**config.mk**
```make
export PLATFORM = sky130hd
export DESIGN_NAME = kyber_montgomery_reduce_pipe
export DESIGN_NICKNAME = d
export VERILOG_FILES = /design/src/rtl/kyber_arith_pkg.sv /design/src/rtl/montgomery_lane.sv /design/src/rtl/kyber_montgomery_reduce_pipe.sv
export SDC_FILE = /design/constraint.sdc
export NUM_CORES = 2
export LEC_CHECK = 0
export BUFFER_PORTS_ARGS = -buffer_cell sky130_fd_sc_hd__buf_2
export CAP_MARGIN = 15
export CORE_MARGIN = 5
export CORE_UTILIZATION = 58
export CTS_CLUSTER_DIAMETER = 60
export DETAILED_ROUTE_END_ITERATION = 8
export GPL_TIMING_DRIVEN = 0
export PLACE_DENSITY = 0.77
export SYNTH_ARGS = -nofsm -noshare
export SYNTH_HDL_FRONTEND = slang
export SYNTH_SLANG_ARGS = --single-unit
```
**constraint.sdc**
```tcl
create_clock -name clk -period 8.3 [get_ports clk]
set_clock_uncertainty 0.15 [all_clocks]
set_input_delay 2.075 -clock clk [delete_from_list [all_inputs] [get_ports clk]]
set_output_delay 2.075 -clock clk [all_outputs]
set_load 0.1 [all_outputs]
```
**src/rtl/kyber_arith_pkg.sv**
```systemverilog
// Shared Kyber arithmetic constants and coefficient types,
// used by the basemul, NTT and Montgomery reduction blocks.
package kyber_arith_pkg;

    localparam int          KYBER_Q = 3329;
    localparam int          QINV    = 62209;
    localparam int          COEFF_W = 16;
    localparam int          RAW_W   = 32;
    localparam int unsigned STAGES  = 4;

    typedef logic signed [COEFF_W-1:0] coeff_t;
    typedef logic signed [RAW_W-1:0]   wide_t;

    // QINV taken as int16 (-3327), which is how the reduction consumes it
    localparam coeff_t QINV_S = coeff_t'(QINV);
    localparam wide_t  Q_W    = wide_t'(KYBER_Q);

endpackage

```
**src/rtl/montgomery_lane.sv**
```systemverilog
// One lane of the four-stage Montgomery reduction datapath; all stages
// shift together on en, control lives in the parent.
module montgomery_lane
    import kyber_arith_pkg::*;
(
    input  logic   clk,
    input  logic   reset_n,
    input  logic   en,
    input  logic   mode,
    input  coeff_t a,
    input  coeff_t b,
    input  wide_t  raw,
    output coeff_t result
);

    wide_t  x_s1;
    wide_t  x_s2;
    wide_t  x_s3;
    coeff_t t_s2;
    wide_t  u_s3;

    always_ff @(posedge clk) begin
        if (en) begin
            x_s1 <= mode ? raw : wide_t'(a) * wide_t'(b);
            x_s2 <= x_s1;
            t_s2 <= coeff_t'(x_s1 * wide_t'(QINV_S));
            x_s3 <= x_s2;
            u_s3 <= wide_t'(t_s2) * Q_W;
        end
    end

    // Low 16 bits of x - u are zero by construction, so only the upper half is kept
    always_ff @(posedge clk or negedge reset_n) begin
        if (!reset_n)
            result <= '0;
        else if (en)
            result <= coeff_t'((x_s3 - u_s3) >>> 16);
    end

endmodule

```
**src/rtl/kyber_montgomery_reduce_pipe.sv**
```systemverilog
// Multi-lane pipelined Montgomery reduction with valid/ready streaming;
// owns the valid/tag chain, flush and backpressure for all lanes.
module kyber_montgomery_reduce_pipe
    import kyber_arith_pkg::*;
#(
    parameter int LANES = 2,
    parameter int TAG_W = 4
) (
    input  logic                     clk,
    input  logic                     reset_n,
    input  logic                     flush,
    input  logic                     in_valid,
    output logic                     in_ready,
    input  logic                     in_mode,
    input  logic [LANES*COEFF_W-1:0] in_a,
    input  logic [LANES*COEFF_W-1:0] in_b,
    input  logic [LANES*RAW_W-1:0]   in_raw,
    input  logic [TAG_W-1:0]         in_tag,
    output logic                     out_valid,
    input  logic                     out_ready,
    output logic [LANES*COEFF_W-1:0] out_coeffs,
    output logic [TAG_W-1:0]         out_tag,
    output logic                     busy
);

    logic [STAGES-1:0] stage_valid;
    logic [TAG_W-1:0]  stage_tag [STAGES];
    logic              advance;

    assign advance   = !stage_valid[STAGES-1] || out_ready;
    assign in_ready  = advance && !flush;
    assign out_valid = stage_valid[STAGES-1];
    assign out_tag   = stage_tag[STAGES-1];
    assign busy      = |stage_valid;

    // Flush wins over accept and output transfer; lane data may still shift but is unqualified
    always_ff @(posedge clk or negedge reset_n) begin
        if (!reset_n) begin
            stage_valid <= '0;
            for (int unsigned s = 0; s < STAGES; s++)
                stage_tag[s] <= '0;
        end else if (flush) begin
            stage_valid <= '0;
        end else if (advance) begin
            stage_valid <= {stage_valid[STAGES-2:0], in_valid};
            stage_tag[0] <= in_tag;
            for (int unsigned s = 1; s < STAGES; s++)
                stage_tag[s] <= stage_tag[s-1];
        end
    end

    for (genvar i = 0; i < LANES; i++) begin : g_lane
        montgomery_lane u_lane (
            .clk     (clk),
            .reset_n (reset_n),
            .en      (advance),
            .mode    (in_mode),
            .a       (in_a[i*COEFF_W +: COEFF_W]),
            .b       (in_b[i*COEFF_W +: COEFF_W]),
            .raw     (in_raw[i*RAW_W +: RAW_W]),
            .result  (out_coeffs[i*COEFF_W +: COEFF_W])
        );
    end

endmodule
```
# [After elaboration in Yosys (flattened, before gate mapping)]
# Index checks and enable logic that the tools add are counted.
[word_totals] reg_bits=340 in_bits=138 output_inout_bits=39 wordCells=37
[classes] addsub=2 n_mul=6 n_mux=4 n_bitwise=1 n_reduce_logical=7
[ops] operator="16-bit by 16-bit multiplier with 32-bit output" count=2
[ops] operator="32-bit by 13-bit multiplier with 16-bit output (second input constant)" count=2
[ops] operator="32-bit 2-to-1 mux" count=2
[ops] operator="32-bit subtractor" count=2
[ops] operator="16-bit by 13-bit multiplier with 29-bit output (second input constant)" count=2
[ops] operator="4-bit 2-to-1 mux" count=2
[ops] operator="4-bit OR reduction" count=1
[ops] operator="1-bit logical NOT" count=2
[ops] operator="2-bit AND reduction" count=1
[ops] operator="2-bit nonzero test" count=1
[ops] operator="1-bit logical AND" count=1
[ops] operator="1-bit logical OR" count=1
[ops] operator="1-bit inverter" count=1

# [Longest topological paths before layout]
[depth] ltp_word=4 depth_mapped=24 depth_no_buf=22

# [By module]
# A second synthesis with hierarchy kept.
[unflattened] hier_cells=3746 hier_area_um2=38027.7
[modules_own_cells] module="montgomery_lane at g_lane[1].u_lane" n_inst=1 cells_per_inst=1835 area_each_um2=18629.1 seq_area_each_um2=3913.8
[modules_own_cells] module="montgomery_lane at g_lane[0].u_lane" n_inst=1 cells_per_inst=1857 area_each_um2=18527.8 seq_area_each_um2=3913.8
[modules_own_cells] module="kyber_montgomery_reduce_pipe" n_inst=1 cells_per_inst=54 area_each_um2=870.8 seq_area_each_um2=500.5

# [Least setup slack after synthesis]
# Ideal clock, no wire load.
[synth_path] path_type="input to register" startpoint="in out_ready" endpoint="reg g_lane[0].u_lane.t_s2[0] (enable)" setup_ns=0.690 arrival_time_ns=8.870 t_required_ns=7.460 setup_slack_ns=-1.410 cell_stages=4 n_path_buf=2 path_cell_list="nor2b_1 -> clkbuf_1 -> inv_2 -> clkbuf_1"
[synth_via] elab_chain_len=1
[synth_lines] element="start, declared" line="kyber_montgomery_reduce_pipe.sv:20" text="input logic out_ready,"
[synth_lines] element="1-bit logical OR" line="kyber_montgomery_reduce_pipe.sv:30" text="assign advance = !stage_valid[STAGES-1] || out_ready;"
[synth_lines] element="end signal, assigned" line="montgomery_lane.sv:26" text="t_s2 <= coeff_t'(x_s1 * wide_t'(QINV_S));"
[synth_lines] element="end, declared" line="montgomery_lane.sv:19" text="coeff_t t_s2;"
# No other way between the ends.
# A chain may end at the register's enable or synchronous reset.

# [Final worst setup path]
[layout_path] startpoint="in in_a[6]" endpoint="reg g_lane[0].u_lane.x_s1[28], data pin"
[layout_via] elab_chain_len=2
[layout_lines] element="start, declared" line="kyber_montgomery_reduce_pipe.sv:15" text="input logic [LANES*COEFF_W-1:0] in_a,"
[layout_lines] element="16-bit by 16-bit multiplier with 32-bit output" line="montgomery_lane.sv:24" text="x_s1 <= mode ? raw : wide_t'(a) * wide_t'(b);"
[layout_lines] element="32-bit 2-to-1 mux" line="montgomery_lane.sv:24"
[layout_lines] element="end signal, assigned" line="montgomery_lane.sv:24"
[layout_lines] element="end, declared" line="montgomery_lane.sv:16" text="wide_t x_s1;"
# No other way between the ends.

==> flow_summary.json <==
{
  "final.setup.worst_slack_ns": 0.178,
  "synth_nets": 4899,
  "synth_area_leader_cell": "fa_1",
  "cts_sinks": 286,
  "port-buffer-count": 175,
  "grt_pass1_vias": 26600,
  "ioPinCount": 177,
  "clock_path_buffers": 3,
  "multi_input_area_um2": 25500,
  "gp_congestion": 0.978,
  "cp-start-kind": "primary input",
  "antenna_left": 0,
  "synth.cell_area_um2": 37600,
  "dp_hpwl_um": 69800,
  "routed_wl_um": 80400,
  "grt_pass1_wl_um": 135000,
  "numCtsBuffers": 26,
  "tightest_slew_ns": 1.00,
  "synth-seq-cells": 286,
  "rsz0062_at_grt": "true",
  "rr_endpoint": "g_lane[0].u_lane.u_s3[30]",
  "rrSetupSlack_ns": 3.25,
  "setup_viol": 0,
  "finalHoldViolCount": 0,
  "start_util_pct": 58.5,
  "synthCells": 3741,
  "coreArea_um2": 64300,
  "synth_edf_count": 234,
  "pre_cts_ws_ns": -0.903,
  "root_buffer": "clkbuf_16",
  "place_area_um2": 39700,
  "synth-warning-count": 0,
  "reg2reg_depth": 18,
  "die-area_um2": 70100,
  "ys_seq_area_share_pct": 22.1,
  "startpoint": "in_a[6]",
  "critPathMaxFanout": 10,
  "firstDrtPassIters": 7,
  "ys_top_cells_by_area": "fa_1 32%, edfxtp_1 19%, ha_1 14%",
  "synth_commonest_cells": "927 x inv_1, 599 x fa_1, 421 x ha_1",
  "chipHeight_um": 265,
  "finalInstanceArea_um2": 40600,
  "utilization_pct": 63.0,
  "worst-setup-path-type": "primary input to flop",
  "slew_headroom_pct": 33.3,
  "holdCritStartpoint": "g_lane[1].u_lane.x_s2[19]",
  "path_clk_slew_ns": 0.07,
  "slew_violations": 0,
  "max_freq_mhz": 123,
  "min_path_type": "flop to flop",
  "grt_max_degree": 114,
  "drive_above_1_share_pct": 7.58,
  "vias": 25000,
  "cts_tree": "built",
  "finalCritPeriodShare_pct": 97.9,
  "clock_latency_ns": 0.55,
  "drt-initial-drc-count": 1402,
  "maxCapViolations": 0,
  "drc_errors": 0,
  "period_minus_slack_ns": 8.12,
  "die_x_um": 265,
  "status": "completed",
  "dp.cells": 4773,
  "antenna_found_initial": 7,
  "area_delta_synth_final_pct": 7.73,
  "avgSynthCellArea_um2": 10.1,
  "track_usage_pct": 23.6,
  "stdcell_count": 4804,
  "end_kind": "flop",
  "required_ns": 8.42,
  "viasPerCell": 5.21,
  "synth_cell_type_count": 62,
  "register_area_um2": 8330,
  "arrival_ns": 8.24,
  "rows": 93,
  "r2r-start": "g_lane[0].u_lane.t_s2[1]",
  "synth_top_area_share_pct": 31.9,
  "wire_per_inst_um": 16.7,
  "h-tree-depth": 1,
  "synth_most_common_cell": "inv_1",
  "synth_top_flop_cell": "edfxtp_1",
  "async_flop_share_pct": 18.2,
  "gr-total-overflow": 0,
  "fillers": 5117,
  "critPathCapture": "g_lane[0].u_lane.x_s1[28]",
  "fin_nets": 5082
}
-- how the worst min path moves through the flow --
stage / end / depth (start not counted)
2_1_floorplan: g_lane[0].u_lane.x_s2[16] / 0
3_3_place_gp: g_lane[0].u_lane.x_s2[26] / 0
6_report: g_lane[1].u_lane.x_s3[19] / 0
4_1_cts: g_lane[1].u_lane.x_s3[19] / 0
5_1_grt: g_lane[1].u_lane.x_s3[19] / 0
3_5_place_dp: g_lane[0].u_lane.x_s2[21] / 0
-- cells in the final DEF (no fill, tap or decap), types with 22 or more instances in the layout --
master     Yosys  layout
dfrtp_1       52      52
nor3_1        26      25
fa_1         599     597
xor2_1        43      43
nor2_1       105     105
o21ai_0       93      93
nand2_1      355     355
o21a_1        24      24
clkbuf_2       0      22
edfxtp_1     234     234
mux2_2        26      26
buf_2          0     176
a21o_1        40      40
inv_1        927     927
clkbuf_1      89      44
clkbuf_16      0      28
ha_1         421     421
and2_1       251     251
a21oi_1      115     114
xnor2_1      121     121
-- worst max-delay path: stages --
cell      delay [ns]
buf_2           0.19
clkbuf_1        0.44
nand2_1         0.13
fa_1            0.49
inv_1           0.06
fa_1            0.48
fa_1            0.60
fa_1            0.46
fa_1            0.49
inv_1           0.05
fa_1            0.47
inv_1           0.04
ha_1            0.26
clkbuf_1        0.26
a211oi_1        0.12
o21a_1          0.20
o31ai_1         0.39
nor3_1          0.11
a21oi_2         0.28
a21o_1          0.16
a21oi_1         0.07
xor2_1          0.27
o21ai_0         0.11
-- metal layers --
metal	vias up	wire [µm]	GRT usage, %
met5	-	13	0
met4	2	2390	6.25
met3	123	5140	3.34
met1	12300	35800	33.6
met2	676	37000	38.6
li1	11900	-	-
-- final cells by class --
type	count	share of cell area, %
plain buffers	71	0.796
clock buffers	34	1.84
diodes	5	0.0309
multi-input cells	2432	63.0
clock inverters	14	0.259
flip-flops and latches	286	20.5
well taps	855	2.64
repair buffers	179	2.36
inverters	928	8.59
-- through the flow --
step / TNS, ns / hold slack, ns
5_1_grt: -0.0158 / 0.267
6_report: 0 / 0.261
3_5_place_dp: -10.98 / 0.255
3_3_place_gp: -10.15 / 0.251
2_1_floorplan: 0 / 0.250
4_1_cts: 0 / 0.261
-- state kept, by name (all words and copies together) (netlist names) --
name and count:
g_lane.u_lane.x_s1 64, g_lane.u_lane.x_s2 48, g_lane.u_lane.x_s3 48, g_lane.u_lane.u_s3 42, g_lane.u_lane.result 32, g_lane.u_lane.t_s2 32, stage_tag 12, out_tag 4
stage_valid 4
-- what timing repair did --
action | CTS | global route
resized for setup | 6 | 52
buffers inserted | 0 | 1
pin swaps | 0 | 2
endpoints found under the setup margin | 9 | 14
hold buffers | 0 | 0
-- cells by family (layout without fill, tap and decap cells) --
| family | Yosys count | after routing | share of synthesized area (%) |
|---|---|---|---|
| buffers and inverters | 1023 | 1226 | 10.2 |
| adder cells (fa/ha/maj) | 1020 | 1020 | 45.8 |
| AND/OR/NAND/NOR | 824 | 824 | 10.5 |
| AO/OA/AOI/OAI | 396 | 396 | 6.61 |
| flip-flops | 286 | 286 | 22.1 |
| XOR/XNOR | 164 | 164 | 3.82 |
| multiplexers | 28 | 28 | 0.831 |
| other | 0 | 5 | 0 |
Power is left out: the tool's default activity adds up to more than one toggle a clock period on the data nets, which glitch-free logic cannot reach.
